`config.mk`:
```
export PLATFORM = sky130hd
export DESIGN_NAME = usb_line_xcvr_flat
export DESIGN_NICKNAME = d
export VERILOG_FILES = /design/src/rtl/usb_line_xcvr_if.sv /design/src/rtl/usb_line_xcvr.sv /design/src/flat_wrapper.sv
export SDC_FILE = /design/constraint.sdc
export NUM_CORES = 1
export LEC_CHECK = 0
export ABC_AREA = 1
export CAP_MARGIN = 10
export CORE_MARGIN = 8
export CORE_UTILIZATION = 50
export CTS_CLUSTER_DIAMETER = 200
export DETAILED_ROUTE_END_ITERATION = 16
export PLACE_DENSITY = 0.72
export SLEW_MARGIN = 10
export SYNTH_ARGS = -nofsm -noshare
export SYNTH_HDL_FRONTEND = slang
export SYNTH_SLANG_ARGS = --single-unit
```
`constraint.sdc`:
```
create_clock -name clk -period 1.9 [get_ports clk]
set_input_delay 0.38 -clock clk [delete_from_list [all_inputs] [get_ports clk]]
set_output_delay 0.38 -clock clk [all_outputs]
set_load 0.02 [all_outputs]
```
`src/rtl/usb_line_xcvr_if.sv`:
```
// Protocol-side and line-side signal bundle of the USB host line transceiver.
// The slave modport is the transceiver; the master modport is the host FSM/encoder and bus model.
interface usb_line_xcvr_if #(
    parameter int unsigned CW = 8
);

    logic          tx_start;
    logic [1:0]    tx_type;
    logic          tx_bit;
    logic          tx_bit_req;
    logic          tx_busy;
    logic          tx_done;
    logic          dp_w;
    logic          dm_w;
    logic          tx_oe;
    logic          rx_arm;
    logic          dp_r;
    logic          dm_r;
    logic          rx_bit;
    logic          rx_valid;
    logic          rx_done;
    logic          rx_err;
    logic          rx_timeout;
    logic [CW-1:0] rx_count;

    modport master (
        output tx_start, tx_type, tx_bit, rx_arm, dp_r, dm_r,
        input  tx_bit_req, tx_busy, tx_done, dp_w, dm_w, tx_oe,
        input  rx_bit, rx_valid, rx_done, rx_err, rx_timeout, rx_count
    );

    modport slave (
        input  tx_start, tx_type, tx_bit, rx_arm, dp_r, dm_r,
        output tx_bit_req, tx_busy, tx_done, dp_w, dm_w, tx_oe,
        output rx_bit, rx_valid, rx_done, rx_err, rx_timeout, rx_count
    );

endinterface

```
`src/rtl/usb_line_xcvr.sv`:
```
// Host-side USB DP/DM line transceiver: serialises encoder bits and appends an EOP on transmit,
// and frames and validates device packets on receive.
module usb_line_xcvr #(
    parameter int unsigned TOK_BITS   = 32,
    parameter int unsigned DATA_BITS  = 92,
    parameter int unsigned HS_BITS    = 12,
    parameter int unsigned EOP_SE0    = 2,
    parameter int unsigned EOP_J      = 1,
    parameter int unsigned RX_TIMEOUT = 255,
    parameter int unsigned CW         = 8
) (
    input logic            clk,
    input logic            rst_b,
    usb_line_xcvr_if.slave bus
);

    typedef enum logic [1:0] {T_IDLE, T_DATA, T_SE0, T_J} tx_state_t;
    typedef enum logic [1:0] {R_IDLE, R_WAIT, R_DATA, R_EOP} rx_state_t;

    localparam logic [CW-1:0] ONE      = CW'(1);
    localparam logic [CW-1:0] SE0_LAST = CW'(EOP_SE0 - 1);
    localparam logic [CW-1:0] J_LAST   = CW'(EOP_J - 1);
    localparam logic [CW-1:0] TMO_LAST = CW'(RX_TIMEOUT - 1);
    localparam logic [CW-1:0] SE0_MAX  = CW'(EOP_SE0 + 1);

    // ---------------------------------------------------------------- transmit
    tx_state_t     tx_state;
    logic [CW-1:0] tx_len;
    logic [CW-1:0] tx_cnt;
    logic [CW-1:0] start_len;
    logic          dp_q;
    logic          dm_q;
    logic          oe_q;
    logic          done_q;
    logic          tx_busy;
    logic          tx_accept;

    always_comb begin
        start_len = '0;
        unique case (bus.tx_type)
            2'b01:   start_len = CW'(TOK_BITS);
            2'b10:   start_len = CW'(DATA_BITS);
            2'b11:   start_len = CW'(HS_BITS);
            default: start_len = '0;
        endcase
    end

    // The line lags the FSM by one register, so busy also covers the final J cycle still on the bus.
    assign tx_busy   = (tx_state != T_IDLE) || oe_q;
    assign tx_accept = bus.tx_start && (bus.tx_type != 2'b00) && !tx_busy;

    always_ff @(posedge clk or negedge rst_b) begin
        if (!rst_b) begin
            tx_state <= T_IDLE;
            tx_len   <= '0;
            tx_cnt   <= '0;
            dp_q     <= 1'b1;
            dm_q     <= 1'b0;
            oe_q     <= 1'b0;
            done_q   <= 1'b0;
        end else begin
            done_q <= 1'b0;
            unique case (tx_state)
                T_IDLE: begin
                    dp_q <= 1'b1;
                    dm_q <= 1'b0;
                    oe_q <= 1'b0;
                    if (tx_accept) begin
                        tx_state <= T_DATA;
                        tx_len   <= start_len;
                        tx_cnt   <= '0;
                    end
                end
                T_DATA: begin
                    dp_q <= bus.tx_bit;
                    dm_q <= ~bus.tx_bit;
                    oe_q <= 1'b1;
                    if (tx_cnt == tx_len - ONE) begin
                        tx_state <= T_SE0;
                        tx_cnt   <= '0;
                    end else begin
                        tx_cnt <= tx_cnt + ONE;
                    end
                end
                T_SE0: begin
                    dp_q <= 1'b0;
                    dm_q <= 1'b0;
                    oe_q <= 1'b1;
                    if (tx_cnt == SE0_LAST) begin
                        tx_state <= T_J;
                        tx_cnt   <= '0;
                    end else begin
                        tx_cnt <= tx_cnt + ONE;
                    end
                end
                T_J: begin
                    dp_q <= 1'b1;
                    dm_q <= 1'b0;
                    oe_q <= 1'b1;
                    if (tx_cnt == J_LAST) begin
                        done_q   <= 1'b1;
                        tx_state <= T_IDLE;
                        tx_cnt   <= '0;
                    end else begin
                        tx_cnt <= tx_cnt + ONE;
                    end
                end
                default: tx_state <= T_IDLE;
            endcase
        end
    end

    assign bus.tx_bit_req = (tx_state == T_DATA);
    assign bus.tx_busy    = tx_busy;
    assign bus.tx_done    = done_q;
    assign bus.dp_w       = dp_q;
    assign bus.dm_w       = dm_q;
    assign bus.tx_oe      = oe_q;

    // ----------------------------------------------------------------- receive
    rx_state_t     rx_state;
    logic [CW-1:0] rx_count;
    logic [CW-1:0] rx_tmr;
    logic [CW-1:0] count_inc;
    logic          ln_j;
    logic          ln_k;
    logic          ln_se0;
    logic          ln_se1;
    logic          arm_ok;
    logic          rx_valid;
    logic          rx_done;
    logic          rx_err;
    logic          rx_timeout;

    assign ln_j      = bus.dp_r & ~bus.dm_r;
    assign ln_k      = ~bus.dp_r & bus.dm_r;
    assign ln_se0    = ~bus.dp_r & ~bus.dm_r;
    assign ln_se1    = bus.dp_r & bus.dm_r;
    assign arm_ok    = bus.rx_arm && ((rx_state != R_IDLE) || !tx_busy);
    assign count_inc = (&rx_count) ? rx_count : rx_count + ONE;

    // Status is decoded in the same cycle as the line symbol; rx_tmr doubles as wait and SE0 counter.
    always_comb begin
        rx_valid   = 1'b0;
        rx_done    = 1'b0;
        rx_err     = 1'b0;
        rx_timeout = 1'b0;
        if (!arm_ok) begin
            unique case (rx_state)
                R_WAIT: begin
                    rx_valid   = ln_k;
                    rx_timeout = !ln_k && (rx_tmr == TMO_LAST);
                end
                R_DATA: begin
                    rx_valid = ln_j | ln_k;
                    rx_err   = ln_se1;
                end
                R_EOP: begin
                    rx_done = ln_j;
                    rx_err  = ln_k | ln_se1 | (ln_se0 && (rx_tmr == SE0_MAX));
                end
                default: ;
            endcase
        end
    end

    always_ff @(posedge clk or negedge rst_b) begin
        if (!rst_b) begin
            rx_state <= R_IDLE;
            rx_count <= '0;
            rx_tmr   <= '0;
        end else if (arm_ok) begin
            rx_state <= R_WAIT;
            rx_count <= '0;
            rx_tmr   <= '0;
        end else begin
            unique case (rx_state)
                R_WAIT: begin
                    if (ln_k) begin
                        rx_state <= R_DATA;
                        rx_count <= count_inc;
                    end else if (rx_timeout) begin
                        rx_state <= R_IDLE;
                    end else begin
                        rx_tmr <= rx_tmr + ONE;
                    end
                end
                R_DATA: begin
                    if (rx_valid) begin
                        rx_count <= count_inc;
                    end else if (ln_se0) begin
                        rx_state <= R_EOP;
                        rx_tmr   <= ONE;
                    end else begin
                        rx_state <= R_IDLE;
                    end
                end
                R_EOP: begin
                    if (ln_se0 && !rx_err) begin
                        rx_tmr <= rx_tmr + ONE;
                    end else begin
                        rx_state <= R_IDLE;
                    end
                end
                default: ;
            endcase
        end
    end

    assign bus.rx_bit     = bus.dp_r;
    assign bus.rx_valid   = rx_valid;
    assign bus.rx_done    = rx_done;
    assign bus.rx_err     = rx_err;
    assign bus.rx_timeout = rx_timeout;
    assign bus.rx_count   = rx_count;

endmodule

```
`src/flat_wrapper.sv`:
```
// flat-port wrapper written by rule: the top's interface ports become plain ports
module usb_line_xcvr_flat 
#(
    parameter int unsigned TOK_BITS   = 32,
    parameter int unsigned DATA_BITS  = 92,
    parameter int unsigned HS_BITS    = 12,
    parameter int unsigned EOP_SE0    = 2,
    parameter int unsigned EOP_J      = 1,
    parameter int unsigned RX_TIMEOUT = 255,
    parameter int unsigned CW         = 8
)
  (clk, rst_b, bus_tx_start, bus_tx_type, bus_tx_bit, bus_rx_arm, bus_dp_r, bus_dm_r, bus_tx_bit_req, bus_tx_busy, bus_tx_done, bus_dp_w, bus_dm_w, bus_tx_oe, bus_rx_bit, bus_rx_valid, bus_rx_done, bus_rx_err, bus_rx_timeout, bus_rx_count);
  usb_line_xcvr_if #(.CW(CW)) bus_i ();
  input logic clk;
  input logic rst_b;
  input wire logic [$bits(bus_i.tx_start)-1:0] bus_tx_start;
  input wire logic [$bits(bus_i.tx_type)-1:0] bus_tx_type;
  input wire logic [$bits(bus_i.tx_bit)-1:0] bus_tx_bit;
  input wire logic [$bits(bus_i.rx_arm)-1:0] bus_rx_arm;
  input wire logic [$bits(bus_i.dp_r)-1:0] bus_dp_r;
  input wire logic [$bits(bus_i.dm_r)-1:0] bus_dm_r;
  output wire logic [$bits(bus_i.tx_bit_req)-1:0] bus_tx_bit_req;
  output wire logic [$bits(bus_i.tx_busy)-1:0] bus_tx_busy;
  output wire logic [$bits(bus_i.tx_done)-1:0] bus_tx_done;
  output wire logic [$bits(bus_i.dp_w)-1:0] bus_dp_w;
  output wire logic [$bits(bus_i.dm_w)-1:0] bus_dm_w;
  output wire logic [$bits(bus_i.tx_oe)-1:0] bus_tx_oe;
  output wire logic [$bits(bus_i.rx_bit)-1:0] bus_rx_bit;
  output wire logic [$bits(bus_i.rx_valid)-1:0] bus_rx_valid;
  output wire logic [$bits(bus_i.rx_done)-1:0] bus_rx_done;
  output wire logic [$bits(bus_i.rx_err)-1:0] bus_rx_err;
  output wire logic [$bits(bus_i.rx_timeout)-1:0] bus_rx_timeout;
  output wire logic [$bits(bus_i.rx_count)-1:0] bus_rx_count;
  assign bus_i.tx_start = bus_tx_start;
  assign bus_i.tx_type = bus_tx_type;
  assign bus_i.tx_bit = bus_tx_bit;
  assign bus_i.rx_arm = bus_rx_arm;
  assign bus_i.dp_r = bus_dp_r;
  assign bus_i.dm_r = bus_dm_r;
  assign bus_tx_bit_req = bus_i.tx_bit_req;
  assign bus_tx_busy = bus_i.tx_busy;
  assign bus_tx_done = bus_i.tx_done;
  assign bus_dp_w = bus_i.dp_w;
  assign bus_dm_w = bus_i.dm_w;
  assign bus_tx_oe = bus_i.tx_oe;
  assign bus_rx_bit = bus_i.rx_bit;
  assign bus_rx_valid = bus_i.rx_valid;
  assign bus_rx_done = bus_i.rx_done;
  assign bus_rx_err = bus_i.rx_err;
  assign bus_rx_timeout = bus_i.rx_timeout;
  assign bus_rx_count = bus_i.rx_count;
  usb_line_xcvr #(.TOK_BITS(TOK_BITS), .DATA_BITS(DATA_BITS), .HS_BITS(HS_BITS), .EOP_SE0(EOP_SE0), .EOP_J(EOP_J), .RX_TIMEOUT(RX_TIMEOUT), .CW(CW)) u_core (.clk(clk), .rst_b(rst_b), .bus(bus_i));
endmodule
```
==> results of run 1 <==
cell usage after synthesis (all sizes together), types with 2 or more instances:
master and n:
clkinv 2, nand3 34, ha 20, nor3 4
a21oi 7, inv 41, xor2 10, nand2 94
xnor2 4, o21ai 15, buf 7, dfrtp 34
o31ai 4, nor3b 2, nor2 37, nand4 8
metrics by stage:
stage / total power [W] / util [%] / setup TNS (ns) / instance area, um^2
3_3_place_gp: 0.00390 / 63.9 / -7.82 / 3200
2_1_floorplan: 0.00292 / - / 0 / 2550
4_1_cts: 0.00475 / 66.5 / 0 / 3330
3_5_place_dp: 0.00396 / 63.9 / -8.23 / 3200
5_1_grt: 0.00529 / 69.0 / -0.123 / 3450
6_report: 0.00490 / 69.0 / 0 / 3450
state kept, by name, indices dropped and copies added, names as in the netlist:
signal / cells
u_core.bus.rx_count: 8
u_core.tx_state: 2
u_core.tx_len: 3
u_core.bus.tx_done: 1
u_core.bus.dp_w: 1
u_core.bus.tx_oe: 1
u_core.tx_cnt: 8
u_core.rx_state: 2
u_core.bus.dm_w: 1
u_core.rx_tmr: 8
cell type report:
type / instances / share of cell area, %
Clock inverter: 2 / 1.01
Inverter: 43 / 4.67
Tap cell: 70 / 2.54
Timing Repair Buffer: 79 / 19.3
Multi-Input combinational cell: 245 / 44.7
Clock buffer: 6 / 2.39
Sequential cell: 35 / 25.4
power breakdown:
part	total, W	internal, W	switching (W)
Clock	0.000715	0.000425	0.000290
Sequential	0.00118	0.000975	0.000204
Combinational	0.00300	0.00136	0.00164
Total	0.00490	0.00276	0.00214
cell families (layout without fill, tap and decap cells):
kind of cell | count (synthesis) | in the layout | share of synthesized area, %
flops | 35 | 35 | 34.3
buf+inv | 50 | 130 | 8.62
xor+xnor | 14 | 14 | 4.80
compound gates | 30 | 30 | 8.18
simple gates | 181 | 181 | 34.2
fa+ha+maj | 20 | 20 | 9.80
critical path, stage by stage (launching register included):
cell and delay (ns):
sky130_fd_sc_hd__dfrtp_1 0.39, sky130_fd_sc_hd__inv_2 0.08, sky130_fd_sc_hd__ha_4 0.16, sky130_fd_sc_hd__nand2_4 0.07, sky130_fd_sc_hd__a21boi_4 0.20, sky130_fd_sc_hd__a21oi_2 0.07, sky130_fd_sc_hd__nand2_4 0.08, sky130_fd_sc_hd__inv_2 0.03
sky130_fd_sc_hd__buf_6 0.12
worst paths after layout:
kind / endpoint / start / depth (start not counted) / slack, ns
setup / recovery: bus_rx_err / u_core.tx_state[1]$_DFFE_PN0P_ / 8 / 0.05
hold / removal: u_core.rx_tmr[3]$_DFFE_PN0P_ / rst_b / 1 / 0.42
setup reg to reg: u_core.rx_state[1]$_DFFE_PN0P_ / u_core.rx_state[1]$_DFFE_PN0P_ / 14 / 0.09
hold reg to reg: u_core.rx_tmr[5]$_DFFE_PN0P_ / u_core.rx_tmr[5]$_DFFE_PN0P_ / 2 / 0.54
max in group asynchronous: u_core.tx_cnt[1]$_DFFE_PN0N_ / rst_b / 2 / 0.98
min in group clk: u_core.rx_tmr[5]$_DFFE_PN0P_ / u_core.rx_tmr[5]$_DFFE_PN0P_ / 2 / 0.54
layer usage:
metal  track usage [%]  routed length [um]  vias up
met5                 0                   0        -
met4              5.00                  72        0
met3              4.06                 259        8
met2              27.4                2990       36
met1              19.0                2710     1093
li1                  -                   -     1205
repair_timing:
item,CTS,global route
pin swaps,6,13
buffers inserted,1,6
resized for setup,29,26
endpoints found under the setup margin,17,23
==> parameters.txt, run 1 <==
Parameter                              Value

STA
  Final WS setup ... between 0.05 and 0.06 ns
  Fin Clk Skew ... 0.0149 ns
  Min Tclk post-route ... 1.85 ns
  Final Cycle Share ... between 90% and 100%
  Setup repair after global routing missed its margin ... true
  Post-Route Hold Slack ... ~0.42 ns
  Achievable clock frequency ... ~540 MHz
  Worst slew margin relative to its limit ... between 60% and 70%
  Number of max-slew violations in the final report ... 0
  Setup Viol. Count Final ... 0
  Worst-Margin Slew ... 0.503 ns
  Final hold violations ... 0

GRT
  Pin count of the biggest net entering global routing ... 21
  Overall global routing resource usage ... between 15 and 20%
  Initial antenna violation count ... 0
  Total congestion overflow ... 0
  Via count of the first global-routing pass ... around 2.2k
  Global-route wire length before repair ... 9830 um

Cells and area
  Growth of design area from synthesis to finish ... 35.3%
  Most frequent cells in the layout ... sky130_fd_sc_hd__nand2_1 (82), sky130_fd_sc_hd__buf_4 (51), sky130_fd_sc_hd__dfrtp_1 (34)
  Most common cell after layout, fill and taps aside ... sky130_fd_sc_hd__nand2_1
  Share of layout cells above drive strength 1 ... approximately 28%
  Nets@finish ... between 400 and 500
  # diodes ... 0
  Non-filler instance count after layout ... 480
  Footprint of the flip-flops and latches ... ~900 um^2
  Area occupied by multi-input gates ... about 1500 um^2
  Number of fill cells in the layout ... 421

Synth
  Synth area leader ... sky130_fd_sc_hd__dfrtp_1
  Number of synthesized flops with an enable pin ... 0
  Register bit total from synthesis ... 35
  Top-area cell type share of the netlist area ... 33.3%
  Dominant register cell in the synthesized netlist ... sky130_fd_sc_hd__dfrtp_1
  Yosys warns ... 0
  Leading cell types by total area after synthesis ... sky130_fd_sc_hd__dfrtp_1 (33%), sky130_fd_sc_hd__nand2_1 (12%), sky130_fd_sc_hd__ha_1 (9.8%)
  Count of different cell masters after synthesis ... 38
  Post-synthesis instance total ... 330
  Synthesized area divided by synthesized cell count ... ~7.7 um^2
  Synthesized netlist net count ... about 360
  Post-synth design cell area ... 2550 um^2
  Async S/R FF share, synth ... between 90% and 100%
  Post-synthesis sequential area ratio ... between 30% and 40%

Job
  Max-cap violation count ... 0

Floorplanning
  Ports placed on the boundary ... 28
  Die footprint ... about 7700 um^2
  Total core area ... approximately 5000 um^2
  Height of the die ... 87.5 um
  Initial Util ... 51.0%
  Rows ... 26
  Width of the die ... around 90 um

Critical path
  Kind of end point of the critical path ... output port
  Crit path required time ... about 1.5 ns
  Peak fanout along the critical path ... 4
  Worst endpoint data arrival time ... 1.47 ns
  Setup CP Type ... reg2out
  Crit start category ... flip-flop

Clocking
  Clock-pin slew of the registers on the worst-case setup and hold paths ... about 0.07 ns
  Number of buffers added by the clock tree synthesis step ... 5
  Master cell of the clock root buffer ... sky130_fd_sc_hd__clkbuf_8
  H-tree level count ... 2
  Clock tree from TritonCTS ... yes
  Clock sinks ... 35
  Number of buffers on the longest clock path ... 2
  CTS hold repair buffers ... 0
  Worst skew pair latency ... ~0.30 ns

Detailed routing
  Number of DRC violations after detailed-routing iteration 0 ... ~120
  Number of iterations in the first detailed-routing pass ... 4
  Number of design rule violations left after detail routing ... 0
  Final wirelength ... 6030 um
  DR WL/cell ... about 13 um
  Via/cell ratio ... just under 5
  Via count ... roughly 2.3k
  Antenna Nets Post-Route ... 0

Worst hold path
  Type of the most critical hold path ... in2async

Place
  DP HPWL ... around 4500 um
  DP Cell Count ... approximately 470
  Final estimated routing congestion in global placement ... 0.851
  Count of buffers from port buffering ... 27
  Pre-CTS WS ... -0.626 ns

Status
  Result of the run ... complete, no violations

Power
  Power density over the cells ... between 1000 and 1500 nW/um^2
  Worst VDD drop ... between 0.0007 and 0.0008 V
  Leakage power ... roughly 1.7 nW
Power figures use the tool's default switching activity.
==> run 2: changes to the inputs <==
ABC_CLOCK_PERIOD_IN_PS = 1900   (was unset)
CTS_CLUSTER_DIAMETER = 100   (was 200)
==> results of run 2 <==
Final layout, timing and power as in run 1 (identical DEF).
